## src/rtl/risc16_pkg.sv

```systemverilog
// Shared definitions for the multi-cycle RiSC-16 core: opcodes, FSM states
// and instruction field helpers.
package risc16_pkg;

   localparam logic [2:0] OP_ADD  = 3'b000;
   localparam logic [2:0] OP_ADDI = 3'b001;
   localparam logic [2:0] OP_NAND = 3'b010;
   localparam logic [2:0] OP_LUI  = 3'b011;
   localparam logic [2:0] OP_SW   = 3'b100;
   localparam logic [2:0] OP_LW   = 3'b101;
   localparam logic [2:0] OP_BEQ  = 3'b110;
   localparam logic [2:0] OP_JALR = 3'b111;

   typedef enum logic [2:0] {
      FETCH = 3'd0,
      LATCH = 3'd1,
      EXEC  = 3'd2,
      MEM   = 3'd3,
      WB    = 3'd4,
      HALT  = 3'd5
   } state_e;

   function automatic logic [2:0] get_op(input logic [15:0] ir);
      return ir[15:13];
   endfunction

   function automatic logic [2:0] get_ra(input logic [15:0] ir);
      return ir[12:10];
   endfunction

   function automatic logic [2:0] get_rb(input logic [15:0] ir);
      return ir[9:7];
   endfunction

   function automatic logic [2:0] get_rc(input logic [15:0] ir);
      return ir[2:0];
   endfunction

   // 7-bit signed immediate widened to the datapath width
   function automatic logic [15:0] sext7(input logic [15:0] ir);
      return {{9{ir[6]}}, ir[6:0]};
   endfunction

   function automatic logic [9:0] get_imm10(input logic [15:0] ir);
      return ir[9:0];
   endfunction

endpackage

```

## src/rtl/risc16_regfile.sv

```systemverilog
// 8x16 register file: r0 reads as zero and ignores writes, two operand read
// ports plus a debug read port, one write port.
module risc16_regfile (
   input  logic        clk,
   input  logic        rst_n,
   input  logic        we_i,
   input  logic [2:0]  waddr_i,
   input  logic [15:0] wdata_i,
   input  logic [2:0]  raddr_a_i,
   output logic [15:0] rdata_a_o,
   input  logic [2:0]  raddr_b_i,
   output logic [15:0] rdata_b_o,
   input  logic [2:0]  raddr_d_i,
   output logic [15:0] rdata_d_o
);

   logic [15:0] regs_q [1:7];
   logic [15:0] rf     [8];

   // r0 is a constant; only r1..r7 hold state
   assign rf[0] = '0;
   for (genvar g = 1; g < 8; g++) begin : g_view
      assign rf[g] = regs_q[g];
   end

   // register write, r0 never matches a storage slot
   always_ff @(posedge clk or negedge rst_n) begin
      if (!rst_n) begin
         for (int i = 1; i < 8; i++) regs_q[i] <= '0;
      end else begin
         for (int i = 1; i < 8; i++) begin
            if (we_i && (waddr_i == 3'(i))) regs_q[i] <= wdata_i;
         end
      end
   end

   assign rdata_a_o = rf[raddr_a_i];
   assign rdata_b_o = rf[raddr_b_i];
   assign rdata_d_o = rf[raddr_d_i];

endmodule

```

## src/rtl/risc16_mc_core.sv

```systemverilog
// Multi-cycle RiSC-16 core. FETCH/LATCH/EXEC for every instruction; loads and
// stores add MEM (wait for gnt) and loads add WB (wait for rvalid).
module risc16_mc_core
   import risc16_pkg::*;
#(
   parameter int unsigned PC_W     = 8,
   parameter int unsigned DMEM_AW  = 8,
   parameter int unsigned RESET_PC = 0
) (
   input  logic               clk,
   input  logic               rst_n,
   output logic [PC_W-1:0]    imem_addr,
   input  logic [15:0]        imem_rdata,
   output logic               dmem_req,
   output logic               dmem_we,
   output logic [DMEM_AW-1:0] dmem_addr,
   output logic [15:0]        dmem_wdata,
   input  logic               dmem_gnt,
   input  logic               dmem_rvalid,
   input  logic [15:0]        dmem_rdata,
   output logic               retire,
   output logic               halted,
   output logic [PC_W-1:0]    pc_o,
   input  logic [2:0]         dbg_raddr,
   output logic [15:0]        dbg_rdata
);

   state_e               state_q, state_d;
   logic [PC_W-1:0]      pc_q, pc_d;
   logic [15:0]          ir_q, ir_d;
   logic [DMEM_AW-1:0]   ea_q, ea_d;
   logic [15:0]          wd_q, wd_d;

   logic [2:0]           op, ra, rb, rc;
   logic [15:0]          simm;
   logic [9:0]           imm10;

   logic [2:0]           rf_raddr_b;
   logic [15:0]          rf_rdata_a, rf_rdata_b;
   logic                 rf_we;
   logic [15:0]          rf_wdata;

   logic [PC_W-1:0]      pc_inc;
   logic                 use_rc;

   assign op    = get_op(ir_q);
   assign ra    = get_ra(ir_q);
   assign rb    = get_rb(ir_q);
   assign rc    = get_rc(ir_q);
   assign simm  = sext7(ir_q);
   assign imm10 = get_imm10(ir_q);

   // Port A always reads rb. Port B reads rc for the two register-register
   // ALU ops and ra otherwise (BEQ compare, SW store data).
   assign use_rc     = (op == OP_ADD) || (op == OP_NAND);
   assign rf_raddr_b = use_rc ? rc : ra;

   assign pc_inc = pc_q + PC_W'(1);

   risc16_regfile u_rf (
      .clk       (clk),
      .rst_n     (rst_n),
      .we_i      (rf_we),
      .waddr_i   (ra),
      .wdata_i   (rf_wdata),
      .raddr_a_i (rb),
      .rdata_a_o (rf_rdata_a),
      .raddr_b_i (rf_raddr_b),
      .rdata_b_o (rf_rdata_b),
      .raddr_d_i (dbg_raddr),
      .rdata_d_o (dbg_rdata)
   );

   // architectural state and latched memory operands
   always_ff @(posedge clk or negedge rst_n) begin
      if (!rst_n) begin
         state_q <= FETCH;
         pc_q    <= PC_W'(RESET_PC);
         ir_q    <= '0;
         ea_q    <= '0;
         wd_q    <= '0;
      end else begin
         state_q <= state_d;
         pc_q    <= pc_d;
         ir_q    <= ir_d;
         ea_q    <= ea_d;
         wd_q    <= wd_d;
      end
   end

   // next-state, register writeback and retire pulse
   always_comb begin
      state_d  = state_q;
      pc_d     = pc_q;
      ir_d     = ir_q;
      ea_d     = ea_q;
      wd_d     = wd_q;
      rf_we    = 1'b0;
      rf_wdata = '0;
      retire   = 1'b0;

      unique case (state_q)
         FETCH: state_d = LATCH;

         LATCH: begin
            ir_d    = imem_rdata;
            state_d = EXEC;
         end

         EXEC: begin
            // common single-pass completion; memory ops and halt override
            state_d = FETCH;
            pc_d    = pc_inc;
            retire  = 1'b1;
            unique case (op)
               OP_ADD: begin
                  rf_we    = 1'b1;
                  rf_wdata = rf_rdata_a + rf_rdata_b;
               end
               OP_ADDI: begin
                  rf_we    = 1'b1;
                  rf_wdata = rf_rdata_a + simm;
               end
               OP_NAND: begin
                  rf_we    = 1'b1;
                  rf_wdata = ~(rf_rdata_a & rf_rdata_b);
               end
               OP_LUI: begin
                  rf_we    = 1'b1;
                  rf_wdata = {imm10, 6'b0};
               end
               OP_BEQ: begin
                  if (rf_rdata_a == rf_rdata_b) pc_d = pc_inc + PC_W'(simm);
               end
               OP_JALR: begin
                  if (simm != '0) begin
                     state_d = HALT;
                     pc_d    = pc_q;
                     retire  = 1'b0;
                  end else begin
                     // target comes from the pre-write read, so ra == rb works
                     rf_we    = 1'b1;
                     rf_wdata = 16'(pc_inc);
                     pc_d     = PC_W'(rf_rdata_a);
                  end
               end
               default: begin
                  // SW / LW: capture operands so the bus stays stable in MEM
                  ea_d    = DMEM_AW'(rf_rdata_a + simm);
                  wd_d    = rf_rdata_b;
                  state_d = MEM;
                  pc_d    = pc_q;
                  retire  = 1'b0;
               end
            endcase
         end

         MEM: begin
            if (dmem_gnt) begin
               if (op == OP_SW) begin
                  pc_d    = pc_inc;
                  retire  = 1'b1;
                  state_d = FETCH;
               end else begin
                  state_d = WB;
               end
            end
         end

         WB: begin
            // only a response after the grant cycle is taken
            if (dmem_rvalid) begin
               rf_we    = 1'b1;
               rf_wdata = dmem_rdata;
               pc_d     = pc_inc;
               retire   = 1'b1;
               state_d  = FETCH;
            end
         end

         HALT: state_d = HALT;

         default: state_d = FETCH;
      endcase
   end

   assign imem_addr  = pc_q;
   assign pc_o       = pc_q;
   assign halted     = (state_q == HALT);
   assign dmem_req   = (state_q == MEM);
   assign dmem_we    = (state_q == MEM) && (op == OP_SW);
   assign dmem_addr  = ea_q;
   assign dmem_wdata = wd_q;

endmodule

```

## config.mk

```make
export PLATFORM = sky130hd
export DESIGN_NAME = risc16_mc_core
export DESIGN_NICKNAME = d
export VERILOG_FILES = /design/src/rtl/risc16_pkg.sv /design/src/rtl/risc16_regfile.sv /design/src/rtl/risc16_mc_core.sv
export SDC_FILE = /design/constraint.sdc
export NUM_CORES = 1
export LEC_CHECK = 0
export ABC_AREA = 1
export CORE_MARGIN = 4
export CORE_UTILIZATION = 60
export CTS_CLUSTER_DIAMETER = 200
export DETAILED_ROUTE_END_ITERATION = 8
export PLACE_DENSITY = 0.87
export SYNTH_ARGS = -nofsm -noshare
export SYNTH_HDL_FRONTEND = slang
export SYNTH_SLANG_ARGS = --single-unit
```

## constraint.sdc

```tcl
create_clock -name clk -period 3.8 [get_ports clk]
set_input_delay 0.95 -clock clk [delete_from_list [all_inputs] [get_ports clk]]
set_output_delay 0.95 -clock clk [all_outputs]
set_load 0.005 [all_outputs]
```

==> impl_summary.txt <==
----------------------------------------------------
[Worst setup path]
  Cell Chain, Critical Path ... nor2_4 -> nand2_2 -> o21ai_4 -> buf_4 -> nor2_1 -> a211oi_1 -> nor3_1 -> nor2_1 -> buf_4 -> ha_1 -> inv_1 -> fa_1 -> buf_4 -> xor2_1 -> o221ai_1 -> a21oi_1 -> o21ai_2 -> buf_12 -> nand2_1 -> o21ai_0
  Sum of buffers and inverters on the critical path ... 5
  Family of cells with the greatest summed delay on the critical path ... compound AO/OA/AOI/OAI gates
  Crit Path Class ... register to register
  Max Fanout on Critical Path ... 8
  Kind of capture point of the worst setup path ... register
  Endpoint required time on the critical path ... 4.15 ns
  Category of the worst setup path launch point ... register
  Critical-path cell with the highest stage delay ... sky130_fd_sc_hd__fa_1
  Data arrival time at the worst-slack endpoint ... 4.16 ns
  CP dominant cell by count ... sky130_fd_sc_hd__buf_4
  Maximum single-stage delay on the critical path ... 0.50 ns

[Cells and area]
  Total non-filler cell area in the finished layout ... 14870 um^2
  Fillcell total ... 1717
  Seq. cell area ... 4079 um^2
  Layout cell share with drive strength beyond 1 ... 9.896%
  Nets@finish ... 2080
  Growth of design area from synthesis to finish ... 19.95%
  Count of inserted antenna diode cells ... 0
  Fin cells ... 2281
  Area of the multi-input gates ... 7259 um^2

[Yosys]
  Netlist area before placement ... 12400 um^2
  Post-synthesis cell type count ... 48
  Flip-flop and latch count after synthesis ... 163
  Cell count after synthesis ... 1888
  Post-synthesis sequential area ratio ... 32.89%
  Synth area leaders ... sky130_fd_sc_hd__dfrtp_1 (33%), sky130_fd_sc_hd__nand2_1 (19%), sky130_fd_sc_hd__o21ai_0 (7.8%)
  Ys flop type ... sky130_fd_sc_hd__dfrtp_1
  Post-synth EDFFs ... 0
  Async SR Flop Fraction ... 100.0%
  Cell accounting for the most synthesized area ... sky130_fd_sc_hd__dfrtp_1
  Yosys warning total ... 0
  Dominant cell by count in the synthesized netlist ... sky130_fd_sc_hd__nand2_1
  Most used standard cells in the synthesized netlist ... sky130_fd_sc_hd__nand2_1 (620), sky130_fd_sc_hd__o21ai_0 (193), sky130_fd_sc_hd__inv_1 (179), sky130_fd_sc_hd__a21oi_1 (167), sky130_fd_sc_hd__dfrtp_1 (163)
  Net Count, Synth ... 1969
  Mean instance size in the synthesized netlist ... 6.568 um^2
  Post-synth top area share ... 32.89%

[Worst hold path]
  Min-delay worst type ... register to register

[Timing]
  Final Skew ... 0.01298 ns
  # setup viols final ... 1
  Crit path time final ... 3.808 ns
  Transition time of the tightest slew-check pin ... 0.8611 ns
  Final count of pins violating max slew ... 0
  Count of final hold-check violations ... 0
  Fmax ... 262.6 MHz
  Final setup margin ... -0.007752 ns
  Share of the clock period used by the worst path after layout ... 100.2%
  Relative slew slack ... 42.24%

[Global routing]
  Overall global routing resource usage ... 39.40%
  First-pass GRT wire length ... 70.01 mm
  Antenna violations before repair ... 0
  Overflow after GRT ... 0
  Number of global-route vias before repair ... 12860
  Maximum number of pins on one net before global-route repair ... 61

[Floorplanning]
  Number of ports placed on the die boundary ... 99
  Initial Util ... 61.09%
  Core Region ... 20300 um^2
  Die height ... 151.8 um
  DIE AREA ... 23030 um^2
  Die span in x ... 151.8 um
  Site Rows ... 52

[Clock tree]
  Number of clock sinks ... 163
  Hold-fix buffers at CTS ... 0
  TritonCTS clock tree ... done
  Clock-pin slew reported for the worst setup and hold paths after clock tree synthesis ... 0.07 ns
  Clock latency on the worst-skew pair ... 0.44 ns
  Number of buffers added by the clock tree synthesis step ... 17
  Clock root buffer ... sky130_fd_sc_hd__clkbuf_16
  Max Buffers Root-to-Sink ... 2
  # H-tree levels ... 4

[Placed design]
  Number of cells in the design after placement ... 2239
  RD Place Congestion ... 1.000
  Hpwl dp ... 31.97 mm
  Total cell area at the placement stage ... 14000 um^2
  Post-placement worst setup slack ... 0.007491 ns
  Number of buffers added on ports ... 98

[Status]
  Outcome ... complete, but fails checks
  Failing checks ... negative setup slack

[Route]
  Final antenna-violating net count ... 0
  Total wirelength of the detailed-routed design ... 45.87 mm
  Iter 0 DRT Violations ... 1729
  Detailed-route DRC error count ... 0
  Avg Vias per Cell ... 6.133
  Total via count in the routed design ... 13990
  Final routed wire length divided by cell count ... 20.11 um
  Number of iterations in the first detailed-routing pass ... 6

[Flow run]
  Max-cap violations ... 0

----------------------------------------------------
## through the flow
stage / utilization [%] / setup TNS, ns / hold WS, ns
floorplan: - / 0 / 0.4489
global placement: 68.97 / -0.009383 / 0.4610
detailed placement: 68.97 / 0 / 0.4639
CTS: 71.80 / 0 / 0.4838
global route: 73.27 / -0.2425 / 0.5007
finish: 73.27 / -0.007752 / 0.4810
## layout by cell type (no fill, tap or decap), types with 27 or more instances in the layout
| cell | n |
|---|---|
| sky130_fd_sc_hd__a211oi_1 | 32 |
| sky130_fd_sc_hd__inv_1 | 175 |
| sky130_fd_sc_hd__buf_4 | 72 |
| sky130_fd_sc_hd__o21ai_0 | 185 |
| sky130_fd_sc_hd__nor2_1 | 84 |
| sky130_fd_sc_hd__nor3_1 | 71 |
| sky130_fd_sc_hd__clkdlybuf4s50_1 | 94 |
| sky130_fd_sc_hd__a31oi_1 | 27 |
| sky130_fd_sc_hd__nand3_1 | 82 |
| sky130_fd_sc_hd__ha_1 | 32 |
| sky130_fd_sc_hd__dfrtp_1 | 163 |
| sky130_fd_sc_hd__a21oi_1 | 165 |
| sky130_fd_sc_hd__nand2_1 | 609 |
## cell families after synthesis
| logic type | Yosys count | synth area share [%] |
|---|---|---|
| mux | 5 | 0.4540 |
| fa+ha+maj | 42 | 4.419 |
| compound gates | 466 | 20.39 |
| simple gates | 912 | 31.30 |
| buf+inv | 288 | 9.696 |
| flops | 163 | 32.89 |
| xor+xnor | 12 | 0.8475 |
## final timing paths
| path | start | slack (ns) | cells after the start | end |
|---|---|---|---|---|
| worst max-delay path | ir_q[13] | -0.008 | 20 | u_rf.regs_q[66] |
| worst min-delay path | u_rf.regs_q[42] | 0.48 | 2 | u_rf.regs_q[42] |
| worst max register to register | ir_q[13] | -0.008 | 20 | u_rf.regs_q[66] |
| worst min register to register | u_rf.regs_q[42] | 0.48 | 2 | u_rf.regs_q[42] |
| max in group asynchronous | rst_n | 2.48 | 2 | u_rf.regs_q[100] |
| min in group asynchronous | rst_n | 0.50 | 1 | imem_addr[4] |
## state kept, by name, summed over array words and instances, names as in the netlist
signal	cells
imem_addr	8
dmem_addr	8
u_rf.regs_q	112
ir_q	16
dmem_wdata	16
state_q	3
## repair_timing
item | in CTS | in global routing
endpoints found under the hold margin | 0 | 0
gates resized for setup | 0 | 60
setup endpoints to repair | 0 | 117
buffers inserted | 0 | 8
## final cells by class
cell class	instances	share of cell area, %
Inverter	191	5.039
Clock buffer	20	3.003
Tap cell	270	2.271
Sequential cell	163	27.42
Clock inverter	11	0.8580
Multi-Input combinational cell	1437	48.81
Timing Repair Buffer	187	12.52
Timing Repair inverter	2	0.08412
## tightest hold or removal path, delay by kind of cell, from the launching register on
kind | cells | cell delay, ns
flops | 1 | 0.34
simple gates | 2 | 0.11
## per-layer routing
| metal | global-route usage (%) | vias up | part of all wire [%] |
|---|---|---|---|
| met1 | 52.32 | 6293 | 38 |
| met2 | 59.44 | 1013 | 44 |
| met4 | 22.19 | 0 | 6.3 |
| met5 | 0 | - | 0 |
| li1 | - | 6457 | - |
| met3 | 8.953 | 226 | 12 |
Power is left out: the tool's default activity adds up to more than one toggle a clock period on the data nets, which glitch-free logic cannot reach.
